[config.mk]
export PLATFORM = sky130hd
export DESIGN_NAME = mdio_master_ctrl_flat
export DESIGN_NICKNAME = d
export VERILOG_FILES = /design/src/rtl/mdio_pkg.sv /design/src/rtl/mdio_master_ctrl_if.sv /design/src/rtl/mdio_clk_gen.sv /design/src/rtl/mdio_master_ctrl.sv /design/src/flat_wrapper.sv
export SDC_FILE = /design/constraint.sdc
export NUM_CORES = 1
export LEC_CHECK = 0
export ABC_AREA = 0
export CORE_MARGIN = 4
export CORE_UTILIZATION = 51
export CTS_BUF_LIST = sky130_fd_sc_hd__clkbuf_8
export CTS_CLUSTER_DIAMETER = 60
export DETAILED_ROUTE_END_ITERATION = 7
export GPL_TIMING_DRIVEN = 0
export HOLD_SLACK_MARGIN = 0.05
export MAX_ROUTING_LAYER = met4
export PLACE_DENSITY = 0.85
export SKIP_LAST_GASP = 1
export SLEW_MARGIN = 10
export SYNTH_ARGS = -nofsm -noshare
export SYNTH_HDL_FRONTEND = slang
export SYNTH_SLANG_ARGS = --single-unit
[constraint.sdc]
create_clock -name clk -period 2.9 [get_ports clk]
set_input_delay 0.435 -clock clk [delete_from_list [all_inputs] [get_ports clk]]
set_output_delay 0.435 -clock clk [all_outputs]
set_load 0.01 [all_outputs]
[src/rtl/mdio_pkg.sv]
`default_nettype none
// +--------------------------------------------------------------------+
// | mdio_pkg : shared MDIO frame constants, FSM state encoding, opcode |
// | helpers.                                         Revision: 1.0     |
// +--------------------------------------------------------------------+
package mdio_pkg;

    typedef enum logic [2:0] {
        STATE_IDLE = 3'd0,
        STATE_PRE  = 3'd1,
        STATE_HDR  = 3'd2,
        STATE_TA   = 3'd3,
        STATE_DATA = 3'd4,
        STATE_DONE = 3'd5
    } mdio_state_e;

    localparam logic [1:0] ST_C22    = 2'b01;
    localparam logic [1:0] ST_C45    = 2'b00;

    localparam logic [1:0] C22_WR    = 2'b01;
    localparam logic [1:0] C22_RD    = 2'b10;
    localparam logic [1:0] C45_ADDR  = 2'b00;
    localparam logic [1:0] C45_WR    = 2'b01;
    localparam logic [1:0] C45_RDINC = 2'b10;
    localparam logic [1:0] C45_RD    = 2'b11;

    localparam int FRAME_BITS = 32;

    function automatic logic is_read_op(input logic c45, input logic [1:0] op);
        if (c45)
            return (op == C45_RD) || (op == C45_RDINC);
        return op == C22_RD;
    endfunction

    // Clause 22 defines only read and write; the other two codes cannot be framed.
    function automatic logic is_bad_op(input logic c45, input logic [1:0] op);
        return !c45 && (op != C22_WR) && (op != C22_RD);
    endfunction

endpackage
`default_nettype wire

[src/rtl/mdio_master_ctrl_if.sv]
`default_nettype none
// +--------------------------------------------------------------------+
// | mdio_master_ctrl_if : request/response handshake bundle for the    |
// | MDIO master.                                     Revision: 1.0     |
// +--------------------------------------------------------------------+
interface mdio_master_ctrl_if;
    logic        req_valid;
    logic        req_ready;
    logic        req_c45;
    logic [1:0]  req_op;
    logic [4:0]  req_phy;
    logic [4:0]  req_reg;
    logic [15:0] req_data;
    logic        rsp_valid;
    logic [15:0] rsp_data;
    logic        rsp_err;
    logic        busy;

    modport master (
        output req_valid, req_c45, req_op, req_phy, req_reg, req_data,
        input  req_ready, rsp_valid, rsp_data, rsp_err, busy
    );

    modport slave (
        input  req_valid, req_c45, req_op, req_phy, req_reg, req_data,
        output req_ready, rsp_valid, rsp_data, rsp_err, busy
    );
endinterface
`default_nettype wire

[src/rtl/mdio_clk_gen.sv]
`default_nettype none
// +--------------------------------------------------------------------+
// | mdio_clk_gen : divides clk into MDC with one-cycle rise/fall       |
// | strobes; MDC parks low whenever disabled.        Revision: 1.0     |
// +--------------------------------------------------------------------+
module mdio_clk_gen #(
    parameter int CLK_DIV = 10
) (
    input  wire logic clk,
    input  wire logic rst,
    input  wire logic en,
    output logic      mdc,
    output logic      mdc_rise,
    output logic      mdc_fall
);

    localparam logic [7:0] C_LAST = 8'(CLK_DIV - 1);

    logic [7:0] r_cnt;
    logic       r_mdc;
    logic       w_tick;

    assign w_tick   = en && (r_cnt == C_LAST);
    assign mdc_rise = w_tick && !r_mdc;
    assign mdc_fall = w_tick &&  r_mdc;
    assign mdc      = r_mdc;

    always_ff @(posedge clk or posedge rst) begin
        if (rst) begin
            r_cnt <= 8'd0;
            r_mdc <= 1'b0;
        end else if (!en) begin
            r_cnt <= 8'd0;
            r_mdc <= 1'b0;
        end else if (w_tick) begin
            r_cnt <= 8'd0;
            r_mdc <= ~r_mdc;
        end else begin
            r_cnt <= r_cnt + 8'd1;
        end
    end

endmodule
`default_nettype wire

[src/rtl/mdio_master_ctrl.sv]
`default_nettype none
// +--------------------------------------------------------------------+
// | mdio_master_ctrl : Clause 22/45 MDIO master, one frame per request |
// | with serial shift-out, turnaround check and read capture. Rev 1.0  |
// +--------------------------------------------------------------------+
module mdio_master_ctrl
    import mdio_pkg::*;
#(
    parameter int CLK_DIV      = 10,
    parameter int PREAMBLE_LEN = 32
) (
    input  wire logic         clk,
    input  wire logic         rst,
    mdio_master_ctrl_if.slave ctrl,
    output logic              mdc,
    output logic              mdo,
    output logic              mdo_en,
    input  wire logic         mdi
);

    localparam logic [2:0] S_IDLE = STATE_IDLE;
    localparam logic [2:0] S_PRE  = STATE_PRE;
    localparam logic [2:0] S_HDR  = STATE_HDR;
    localparam logic [2:0] S_TA   = STATE_TA;
    localparam logic [2:0] S_DATA = STATE_DATA;
    localparam logic [2:0] S_DONE = STATE_DONE;

    localparam logic [5:0] C_PRE_INIT = (PREAMBLE_LEN == 0) ? 6'd0 : 6'(PREAMBLE_LEN - 1);

    logic [2:0]            r_state;
    logic [5:0]            r_cnt;
    logic [FRAME_BITS-1:0] r_sh;
    logic                  r_read;
    logic                  r_ta_err;
    logic [15:0]           r_rd;
    logic [15:0]           r_rsp_data;
    logic                  r_rsp_err;
    logic                  r_mdo;
    logic                  r_mdo_en;
    logic                  w_run;
    logic                  w_rise;
    logic                  w_fall;
    logic [FRAME_BITS-1:0] w_frame;

    assign w_run   = (r_state == S_PRE) || (r_state == S_HDR) ||
                     (r_state == S_TA)  || (r_state == S_DATA);
    assign w_frame = {ctrl.req_c45 ? ST_C45 : ST_C22, ctrl.req_op, ctrl.req_phy,
                      ctrl.req_reg, 2'b10, ctrl.req_data};

    mdio_clk_gen #(.CLK_DIV(CLK_DIV)) u_clk_gen (
        .clk      (clk),
        .rst      (rst),
        .en       (w_run),
        .mdc      (mdc),
        .mdc_rise (w_rise),
        .mdc_fall (w_fall)
    );

    always_ff @(posedge clk or posedge rst) begin
        if (rst) begin
            r_state    <= S_IDLE;
            r_cnt      <= 6'd0;
            r_sh       <= '0;
            r_read     <= 1'b0;
            r_ta_err   <= 1'b0;
            r_rd       <= 16'h0000;
            r_rsp_data <= 16'h0000;
            r_rsp_err  <= 1'b0;
            r_mdo      <= 1'b1;
            r_mdo_en   <= 1'b0;
        end else begin
            // The slave's bits are sampled on the rising MDC edge; TA bit 1 must be 0.
            if (w_rise && (r_state == S_TA) && (r_cnt == 6'd0))
                r_ta_err <= mdi;
            if (w_rise && (r_state == S_DATA))
                r_rd <= {r_rd[14:0], mdi};

            case (r_state)
                S_IDLE: begin
                    if (ctrl.req_valid) begin
                        r_read   <= is_read_op(ctrl.req_c45, ctrl.req_op);
                        r_ta_err <= 1'b0;
                        if (is_bad_op(ctrl.req_c45, ctrl.req_op)) begin
                            r_state    <= S_DONE;
                            r_rsp_data <= 16'h0000;
                            r_rsp_err  <= 1'b1;
                        end else if (PREAMBLE_LEN == 0) begin
                            r_state  <= S_HDR;
                            r_cnt    <= 6'd13;
                            r_sh     <= {w_frame[FRAME_BITS-2:0], 1'b0};
                            r_mdo    <= w_frame[FRAME_BITS-1];
                            r_mdo_en <= 1'b1;
                        end else begin
                            r_state  <= S_PRE;
                            r_cnt    <= C_PRE_INIT;
                            r_sh     <= w_frame;
                            r_mdo    <= 1'b1;
                            r_mdo_en <= 1'b1;
                        end
                    end
                end
                S_PRE: begin
                    if (w_fall) begin
                        if (r_cnt == 6'd0) begin
                            r_state <= S_HDR;
                            r_cnt   <= 6'd13;
                            r_mdo   <= r_sh[FRAME_BITS-1];
                            r_sh    <= {r_sh[FRAME_BITS-2:0], 1'b0};
                        end else begin
                            r_cnt <= r_cnt - 6'd1;
                        end
                    end
                end
                S_HDR: begin
                    if (w_fall) begin
                        r_mdo <= r_sh[FRAME_BITS-1];
                        r_sh  <= {r_sh[FRAME_BITS-2:0], 1'b0};
                        if (r_cnt == 6'd0) begin
                            r_state <= S_TA;
                            r_cnt   <= 6'd1;
                            if (r_read)
                                r_mdo_en <= 1'b0;
                        end else begin
                            r_cnt <= r_cnt - 6'd1;
                        end
                    end
                end
                S_TA: begin
                    if (w_fall) begin
                        r_mdo <= r_sh[FRAME_BITS-1];
                        r_sh  <= {r_sh[FRAME_BITS-2:0], 1'b0};
                        if (r_cnt == 6'd0) begin
                            r_state <= S_DATA;
                            r_cnt   <= 6'd15;
                        end else begin
                            r_cnt <= r_cnt - 6'd1;
                        end
                    end
                end
                S_DATA: begin
                    if (w_fall) begin
                        if (r_cnt == 6'd0) begin
                            r_state    <= S_DONE;
                            r_mdo      <= 1'b1;
                            r_mdo_en   <= 1'b0;
                            r_rsp_data <= r_read ? r_rd : 16'h0000;
                            r_rsp_err  <= r_read & r_ta_err;
                        end else begin
                            r_mdo <= r_sh[FRAME_BITS-1];
                            r_sh  <= {r_sh[FRAME_BITS-2:0], 1'b0};
                            r_cnt <= r_cnt - 6'd1;
                        end
                    end
                end
                S_DONE:  r_state <= S_IDLE;
                default: r_state <= S_IDLE;
            endcase
        end
    end

    assign ctrl.req_ready = (r_state == S_IDLE);
    assign ctrl.busy      = (r_state != S_IDLE);
    assign ctrl.rsp_valid = (r_state == S_DONE);
    assign ctrl.rsp_data  = r_rsp_data;
    assign ctrl.rsp_err   = r_rsp_err;
    assign mdo            = r_mdo;
    assign mdo_en         = r_mdo_en;

endmodule
`default_nettype wire
[src/flat_wrapper.sv]
// flat-port wrapper written by rule: the top's interface ports become plain ports
module mdio_master_ctrl_flat import mdio_pkg::*;
#(
    parameter int CLK_DIV      = 10,
    parameter int PREAMBLE_LEN = 32
)
  (clk, rst, mdc, mdo, mdo_en, mdi, ctrl_req_valid, ctrl_req_c45, ctrl_req_op, ctrl_req_phy, ctrl_req_reg, ctrl_req_data, ctrl_req_ready, ctrl_rsp_valid, ctrl_rsp_data, ctrl_rsp_err, ctrl_busy);
  mdio_master_ctrl_if ctrl_i ();
  input  wire logic clk;
  input  wire logic rst;
  output logic mdc;
  output logic mdo;
  output logic mdo_en;
  input  wire logic mdi;
  input wire logic [$bits(ctrl_i.req_valid)-1:0] ctrl_req_valid;
  input wire logic [$bits(ctrl_i.req_c45)-1:0] ctrl_req_c45;
  input wire logic [$bits(ctrl_i.req_op)-1:0] ctrl_req_op;
  input wire logic [$bits(ctrl_i.req_phy)-1:0] ctrl_req_phy;
  input wire logic [$bits(ctrl_i.req_reg)-1:0] ctrl_req_reg;
  input wire logic [$bits(ctrl_i.req_data)-1:0] ctrl_req_data;
  output wire logic [$bits(ctrl_i.req_ready)-1:0] ctrl_req_ready;
  output wire logic [$bits(ctrl_i.rsp_valid)-1:0] ctrl_rsp_valid;
  output wire logic [$bits(ctrl_i.rsp_data)-1:0] ctrl_rsp_data;
  output wire logic [$bits(ctrl_i.rsp_err)-1:0] ctrl_rsp_err;
  output wire logic [$bits(ctrl_i.busy)-1:0] ctrl_busy;
  assign ctrl_i.req_valid = ctrl_req_valid;
  assign ctrl_i.req_c45 = ctrl_req_c45;
  assign ctrl_i.req_op = ctrl_req_op;
  assign ctrl_i.req_phy = ctrl_req_phy;
  assign ctrl_i.req_reg = ctrl_req_reg;
  assign ctrl_i.req_data = ctrl_req_data;
  assign ctrl_req_ready = ctrl_i.req_ready;
  assign ctrl_rsp_valid = ctrl_i.rsp_valid;
  assign ctrl_rsp_data = ctrl_i.rsp_data;
  assign ctrl_rsp_err = ctrl_i.rsp_err;
  assign ctrl_busy = ctrl_i.busy;
  mdio_master_ctrl #(.CLK_DIV(CLK_DIV), .PREAMBLE_LEN(PREAMBLE_LEN)) u_core (.clk(clk), .rst(rst), .ctrl(ctrl_i), .mdc(mdc), .mdo(mdo), .mdo_en(mdo_en), .mdi(mdi));
endmodule
==> summary by stage <==
Outcome
The flow ran to the end, and the final reports show no timing, DRC or antenna violations.

Synthesis
The synthesized design contains 87 register bits. In the synthesized netlist the async set-or-reset flop fraction comes to 1.000. For this run, the leading register cell type out of synthesis is sky130_fd_sc_hd__dfrtp_1. The gate count of the mapped netlist is 435. The number of nets in the synthesized netlist is 471.

In this run, synthesis inferred 0 flip-flops with an integrated enable. The sequential area share after synthesis is 0.5424. The mux cell area share after synthesis is 0.05016. The mapped netlist covers 4016 µm². The area fraction in and, or, nand and nor cells after synthesis is 0.2012. The post-synthesis average cell area is 9.233 µm².

The share of synthesized area in the top cell type comes to 0.5358. The biggest area contributor in the post-synthesis netlist is sky130_fd_sc_hd__dfrtp_1. By area, the combinational part of the netlist is dominated by simple AND/OR/NAND/NOR gates.

During synthesis, Yosys emitted a total of 0 warnings. By area the synthesized netlist is led by sky130_fd_sc_hd__dfrtp_1 54%, sky130_fd_sc_hd__nand2_1 9.3%, sky130_fd_sc_hd__mux2_2 4.8%. The share of the synthesized area in compound gates (AO/OA/AOI/OAI) came to 0.1358. The xor/xnor cell area share of the yosys netlist is 0.02399.

After synthesis, the most frequently instantiated cells are 100 x sky130_fd_sc_hd__nand2_1, 86 x sky130_fd_sc_hd__dfrtp_1, 50 x sky130_fd_sc_hd__nor2_1. Among all cell types in the netlist, the one instantiated most often is sky130_fd_sc_hd__nand2_1. The number of different library cells in the post-synthesis netlist is 43. Of the total synthesized cell area, the portion taken by full adders, half adders and majority gates is 0.009346.

Placement
Detailed placement ended at an HPWL of 6473 µm. Once placement finished, the instance area stood at 4725 µm². The number of cells after detailed placement is 593. The global placer's final weighted congestion is 0.9475. The worst-case setup slack after placement is -228.3 ps.

The number of port buffers is 55.

Power and ir drop
The peak ir drop on the vdd network is 0.4792 mV. For this design the ratio of total power to cell area is 786.4 nW/µm². The static leakage power is 2.165 nW.

Timing
Setup repair after global routing left no endpoint under its margin. Setup total negative slack on the finished layout was measured at 0 ps. The highest attainable clock frequency is 0.3577 GHz. On the final layout, the worst clock skew is 11.34 ps. The number of hold violations in the final report came to 0. Setup slack on the critical path of the routed design comes to 104.1 ps. Setup violations remaining at the end of the flow were counted as 0. For the pin with the worst max-slew slack, the measured transition is 619.1 ps. The minimum clock period is 2796 ps. The number of max-slew violations in the final report was 0. The worst relative slew slack is 0.5829. The share of the cycle needed by the critical path after routing is 0.9641.

Clocking
The hold buffer count at CTS is 0. The clock passes through at most 2 buffers. CTS built an H-tree with a depth of 3. Clock tree synthesis found a total of 87 sinks. In this run the clock root is driven by a sky130_fd_sc_hd__clkbuf_8.

The insertion delay to the later sink of the worst-skew pair is 360 ps. The number of CTS-inserted buffers is 9. The CTS tree is yes. The post-CTS clock slew at the launch and capture registers of the worst setup and hold paths is 100 ps.

Cells and area
The cell area after layout is 4984 µm². The share of cells above drive strength 1 is 0.1037. 0 antenna diodes ended up in the layout.

The net count of the finished layout is 542. The layout has 640 filler cells. The finished layout holds 613 standard cells, fillers aside. Across the whole layout, storage elements account for 2178 µm². Relative to the synthesized area, the layout overhead comes to 24.08%. In the final layout, the multi-input gates occupy 1702 µm².

GRT
The overall track demand over capacity in global routing is 0.2002. The number of global-route vias before repair came to 3181. Entering global routing, the biggest net connects 57 pins. The aggregate global routing overflow is 0.

The first global-routing pass estimated 14870 µm of wire. The number of antenna violations at the first check in global routing was 0.

Run
The reported max-cap violation count is 0.

Setup path
STA puts the critical path data required time at 3170 ps. STA classifies the critical path endpoint as a register. The kind of start point of the critical path is a primary input. The critical-path maximum fanout is 10. In this run the critical register-to-register path is captured at u_core.r_rd[1]$_DFFE_PP0P_. The startpoint-to-endpoint class of the critical path is in2reg.

The arrival time at the worst endpoint is 3070 ps. The worst register-to-register path has a setup slack of 160 ps. The startpoint of the lowest-slack register-to-register path is u_core.u_clk_gen.r_cnt[1]$_DFF_PP0_. The worst reg-to-reg path cell count is 8.

Die
The initial utilization of the core area, before any placement, comes to 0.5225. The area of the core region is 7687 µm². The total I/O pin count is 56. The floorplan row count is 32. The die covers 9359 µm². In this run the horizontal extent of the chip is 96.74 µm. The vertical die dimension is 96.74 µm.

Route
Summing over every cut layer, the via total after detailed routing is 3326. The first-iteration detailed-routing DRC count is 201. The count of nets left with antenna violations once routing finished came out at 0. The total iterations of the first detailed-routing run is 5.

For this block, the routed nets add up to 8968 µm of wire. In the final routed layout, each cell accounts on average for 14.63 µm. The number of vias per cell after detailed routing is 5.426.

After detailed routing, the number of remaining DRC violations is 0.

Hold path
The kind of path behind the tightest hold check is in2async.
[layout by cell type, fill, tap and decap left out, drive strengths merged, types with 2 or more instances in the layout]
cell type / Yosys / routed
nand2: 100 / 100
xor2: 8 / 8
nand3: 9 / 9
nor2b: 3 / 3
a31oi: 30 / 30
o31ai: 3 / 3
a21oi: 16 / 16
inv: 12 / 13
nor2: 50 / 50
nor3: 6 / 6
clkdlybuf4s50: 0 / 55
buf: 4 / 9
or4b: 4 / 4
and3: 4 / 4
o21ai: 34 / 34
or2: 2 / 2
nor4: 3 / 3
ha: 3 / 3
xnor2: 3 / 3
clkinv: 0 / 3
dfrtp: 86 / 86
mux2: 17 / 17
clkbuf: 21 / 32
[timing repair]
action | CTS | global route
pin swaps | 0 | 1
buffers inserted | 0 | 4
endpoints found under the setup margin | 16 | 41
gates resized for setup | 1 | 1
[through the flow]
step           power, mW  utilization  hold WS, ps
3_5_place_dp       3.027       0.6146        473.7
3_3_place_gp       2.955       0.6107        463.4
2_1_floorplan      2.618            -        464.8
4_1_cts            3.928       0.6436        428.3
5_1_grt            4.193       0.6483        480.2
6_report           3.919       0.6483        423.9
[how the worst max path moves through the flow]
| stage | to | slack, ps | cells past startpoint | start |
|---|---|---|---|---|
| 6_report | u_core.r_sh[20]$_DFFE_PP0P_ | 100 | 8 | ctrl_req_valid |
| 5_1_grt | u_core.r_sh[11]$_DFFE_PP0P_ | 8 | 8 | ctrl_req_valid |
| 4_1_cts | u_core.r_rd[15]$_DFFE_PP0P_ | 30 | 8 | u_core.u_clk_gen.r_cnt[1]$_DFF_PP0_ |
| 3_5_place_dp | u_core.r_sh[0]$_DFFE_PP0P_ | -230 | 8 | ctrl_req_valid |
| 3_3_place_gp | u_core.r_cnt[2]$_DFFE_PP0P_ | -990 | 2 | rst |
| 2_1_floorplan | u_core.ctrl.rsp_data[0]$_DFFE_PP0P_ | 220 | 1 | rst |
[metal layers]
| layer | share of wire | GRT usage |
|---|---|---|
| met5 | 0 | - |
| met4 | 0.027 | 0.09395 |
| met3 | 0.049 | 0.03821 |
| met2 | 0.49 | 0.3142 |
| met1 | 0.44 | 0.2519 |
[flip-flops by register name (all words and copies together) (netlist names)]
| name | flops |
|---|---|
| u_core.ctrl.rsp_data | 16 |
| u_core.ctrl.rsp_err | 1 |
| u_core.mdo | 1 |
| u_core.mdo_en | 1 |
| u_core.r_cnt | 6 |
| u_core.r_rd | 16 |
| u_core.r_read | 1 |
| u_core.r_sh | 32 |
| u_core.r_state | 3 |
| u_core.r_ta_err | 1 |
| u_core.u_clk_gen.mdc | 1 |
| u_core.u_clk_gen.r_cnt | 8 |
[cell families (layout without fill, tap and decap cells)]
family / after synthesis / in the layout
xor+xnor: 11 / 11
flops: 87 / 87
buf+inv: 37 / 113
compound gates: 93 / 93
fa+ha+maj: 3 / 3
mux: 18 / 18
simple gates: 186 / 186
[critical path, cell delays in order]
cell and delay, ps:
sky130_fd_sc_hd__clkdlybuf4s50_1 580, sky130_fd_sc_hd__or4b_2 660, sky130_fd_sc_hd__o21ba_2 330, sky130_fd_sc_hd__o221a_2 200
sky130_fd_sc_hd__buf_2 200, sky130_fd_sc_hd__buf_1 400, sky130_fd_sc_hd__nor2_1 100, sky130_fd_sc_hd__a31oi_1 160
[final cells by class]
| cell class | count | share of cell area |
|---|---|---|
| well taps | 102 | 0.02561 |
| inverters | 12 | 0.009541 |
| multi-input cells | 311 | 0.3415 |
| clock inverters | 5 | 0.01306 |
| clock buffers | 11 | 0.03038 |
| repair buffers | 60 | 0.1220 |
| plain buffers | 25 | 0.02084 |
| flip-flops and latches | 87 | 0.4371 |
[power breakdown]
group,total (mW),switching [mW],internal [mW]
combinational,1.24,0.744,0.500
clock,0.900,0.447,0.453
sequential,1.78,0.240,1.54
No activity file was read; power rests on OpenSTA's default activity.
==> edit, RTL diff (same settings) <==
Reset style: synchronous (`rst`), changed in 2 clocked blocks.
--- a/src/rtl/mdio_clk_gen.sv
+++ b/src/rtl/mdio_clk_gen.sv
@@ -26,5 +26,5 @@
     assign mdc      = r_mdc;
 
-    always_ff @(posedge clk or posedge rst) begin
+    always_ff @(posedge clk) begin
         if (rst) begin
             r_cnt <= 8'd0;
--- a/src/rtl/mdio_master_ctrl.sv
+++ b/src/rtl/mdio_master_ctrl.sv
@@ -57,5 +57,5 @@
     );
 
-    always_ff @(posedge clk or posedge rst) begin
+    always_ff @(posedge clk) begin
         if (rst) begin
             r_state    <= S_IDLE;
Formal check against the unedited RTL: differs if rst is asserted again (counterexample within 4 cycles, from zero or initial values and one cycle with rst high); with rst held inactive, the same outputs for 4 cycles.
==> edit against the original RTL <==
Area after synthesis fell by 1.1%; die area down 1.0%; setup slack better by 0.18 ns; wire length rose by 5.6%; sequential cell count unchanged; final area fell by 2.0%; utilization increased by 1.1 points; global-route usage increased by 2.3 points; via count rose by 9.0%; critical endpoint is now u_core.ctrl.rsp_data[5]$_SDFFE_PP0P_.
Power is not compared: it rests on default switching activity, and its combinational part moved more than twofold at a synthesized area within 25%.
==> edit: results (changes against the original RTL) <==
[worst_setup_path]
timing.rr.end = u_core.ctrl.rsp_data[5]$_SDFFE_PP0P_  ; was u_core.r_rd[1]$_DFFE_PP0P_
cp_slowest_cell = nor3_1  ; was or4b_2
slowest_delay_ns = 0.74  ; was 0.66 ns
critPathLaunchType = flip-flop  ; was input pin
r2r_slack_ns = 0.28  ; was 0.16 ns
r2r_start = u_core.r_state[2]$_SDFFE_PP0P_  ; was u_core.u_clk_gen.r_cnt[1]$_DFF_PP0_
arrival_ns = 2.85  ; was 3.07 ns
crit_family = simple AND/OR/NAND/NOR gates  ; was buffers and inverters

[routing]
drtPass1Iterations = 4  ; was 5
routed_via_density = 5.73  ; was 5.43
wl_per_cell_um = 15.0  ; was 14.6 µm
drtIter0Drc = 235  ; was 201
wirelength_um = 9470  ; was 8970 µm

[cells_and_area]
buf_share = 0.148  ; was 0.143
clkCellAreaFrac = 0.0479  ; was 0.0434
syn2layout_area_growth_pct = 23.0  ; was 24.1%
buffers = 92  ; was 85
seq_area_frac = 0.356  ; was 0.437
inv_count = 8  ; was 12
nMultiInputCombCells = 332  ; was 311
multi_input_area_share = 0.417  ; was 0.341
n_clock_buffer = 9  ; was 11
nets = 566  ; was 542
fillerInstances = 642  ; was 640
final_layout_size_suffix_gt1_frac = 0.0768  ; was 0.104

[place]
gp_congestion = 0.926  ; was 0.948
dp_cells = 618  ; was 593
hpwl_um = 6830  ; was 6470 µm
place_ws_ns = -0.0448  ; was -0.228 ns
place_area_um2 = 4640  ; was 4720 µm²

[global_route]
grt_pass1_vias = 3450  ; was 3,181
grtUsageTotal = 0.223  ; was 0.200
grt_pass1_wl_um = 15900  ; was 14,900 µm
grt_max_degree = 15  ; was 57

[power]
switching_share = 0.274
combinationalPowerShare = 0.192

[synthesis]
synth_nets = 501  ; was 471
synthAdderAreaFrac = 0.00945  ; was 0.00935
synthTopCellsByCount = dfxtp_1 (87), nand2_1 (64), a21oi_1 (54)  ; was nand2_1 (100), dfrtp_1 (86), nor2_1 (50)
yosys-top-cells-area = dfxtp_1 (44%), mux2i_1 (7.1%), a21oi_1 (6.8%)  ; was dfrtp_1 (54%), nand2_1 (9.3%), mux2_2 (4.8%)
postSynth.asyncResetShare = 0  ; was 1.00
syn_inst = 465  ; was 435
synth_compound_area_frac = 0.231  ; was 0.136
synthMuxAreaShare = 0.0706  ; was 0.0502
synth_xor_area_frac = 0.0176  ; was 0.0240
yosysSeqAreaShare = 0.438  ; was 0.542
synth_warnings = 0  ; unchanged
synthDistinctLibCells = 49  ; was 43

[floorplan]
fp-row-count = 31  ; was 32

[sta]
worst_pin_slew_ns = 0.959  ; was 0.619 ns
fmaxAchievable_mhz = 382  ; was 358 MHz
holdWs_ns = 0.454  ; was 0.424 ns

[hold_path]
hold_class = flip-flop to flip-flop  ; was input pin to async pin

[cts]
cts_buffers = 9  ; unchanged
clk_pin_slew_ns = 0.08  ; was 0.10 ns
cts_htree_levels = 3  ; unchanged
ctsResizeCount = 0  ; was 1

[outcome]
status = finished clean  ; unchanged

## edit: changes by cell type after synthesis, sizes merged, moves of 27 or more
| cell | unedited run | this run |
|---|---|---|
| nand2 | 100 | 64 |
| dfrtp | 86 | 0 |
| a21oi | 16 | 54 |
| nor2 | 50 | 23 |
| mux2i | 1 | 28 |
| a211oi | 0 | 29 |
| a31oi | 30 | 0 |
| dfxtp | 0 | 87 |
## edit: cell families (layout without fill, tap and decap cells)
kind of cell,count (synthesis),count (layout)
compound gates,146,146
xor+xnor,8,8
fa+ha+maj,3,3
buf+inv,46,115
flops,87,87
mux,28,28
simple gates,147,147
## edit: per-layer routing
layer  vias up  wire length, µm  part of all wire  global-route usage
met5         -                0                 0                   -
met4         0              145             0.015              0.0829
met3        16              487             0.051              0.0422
met2       103             4630              0.49               0.360
met1      1700             4210              0.44               0.278
li1       1805                -                 -                   -
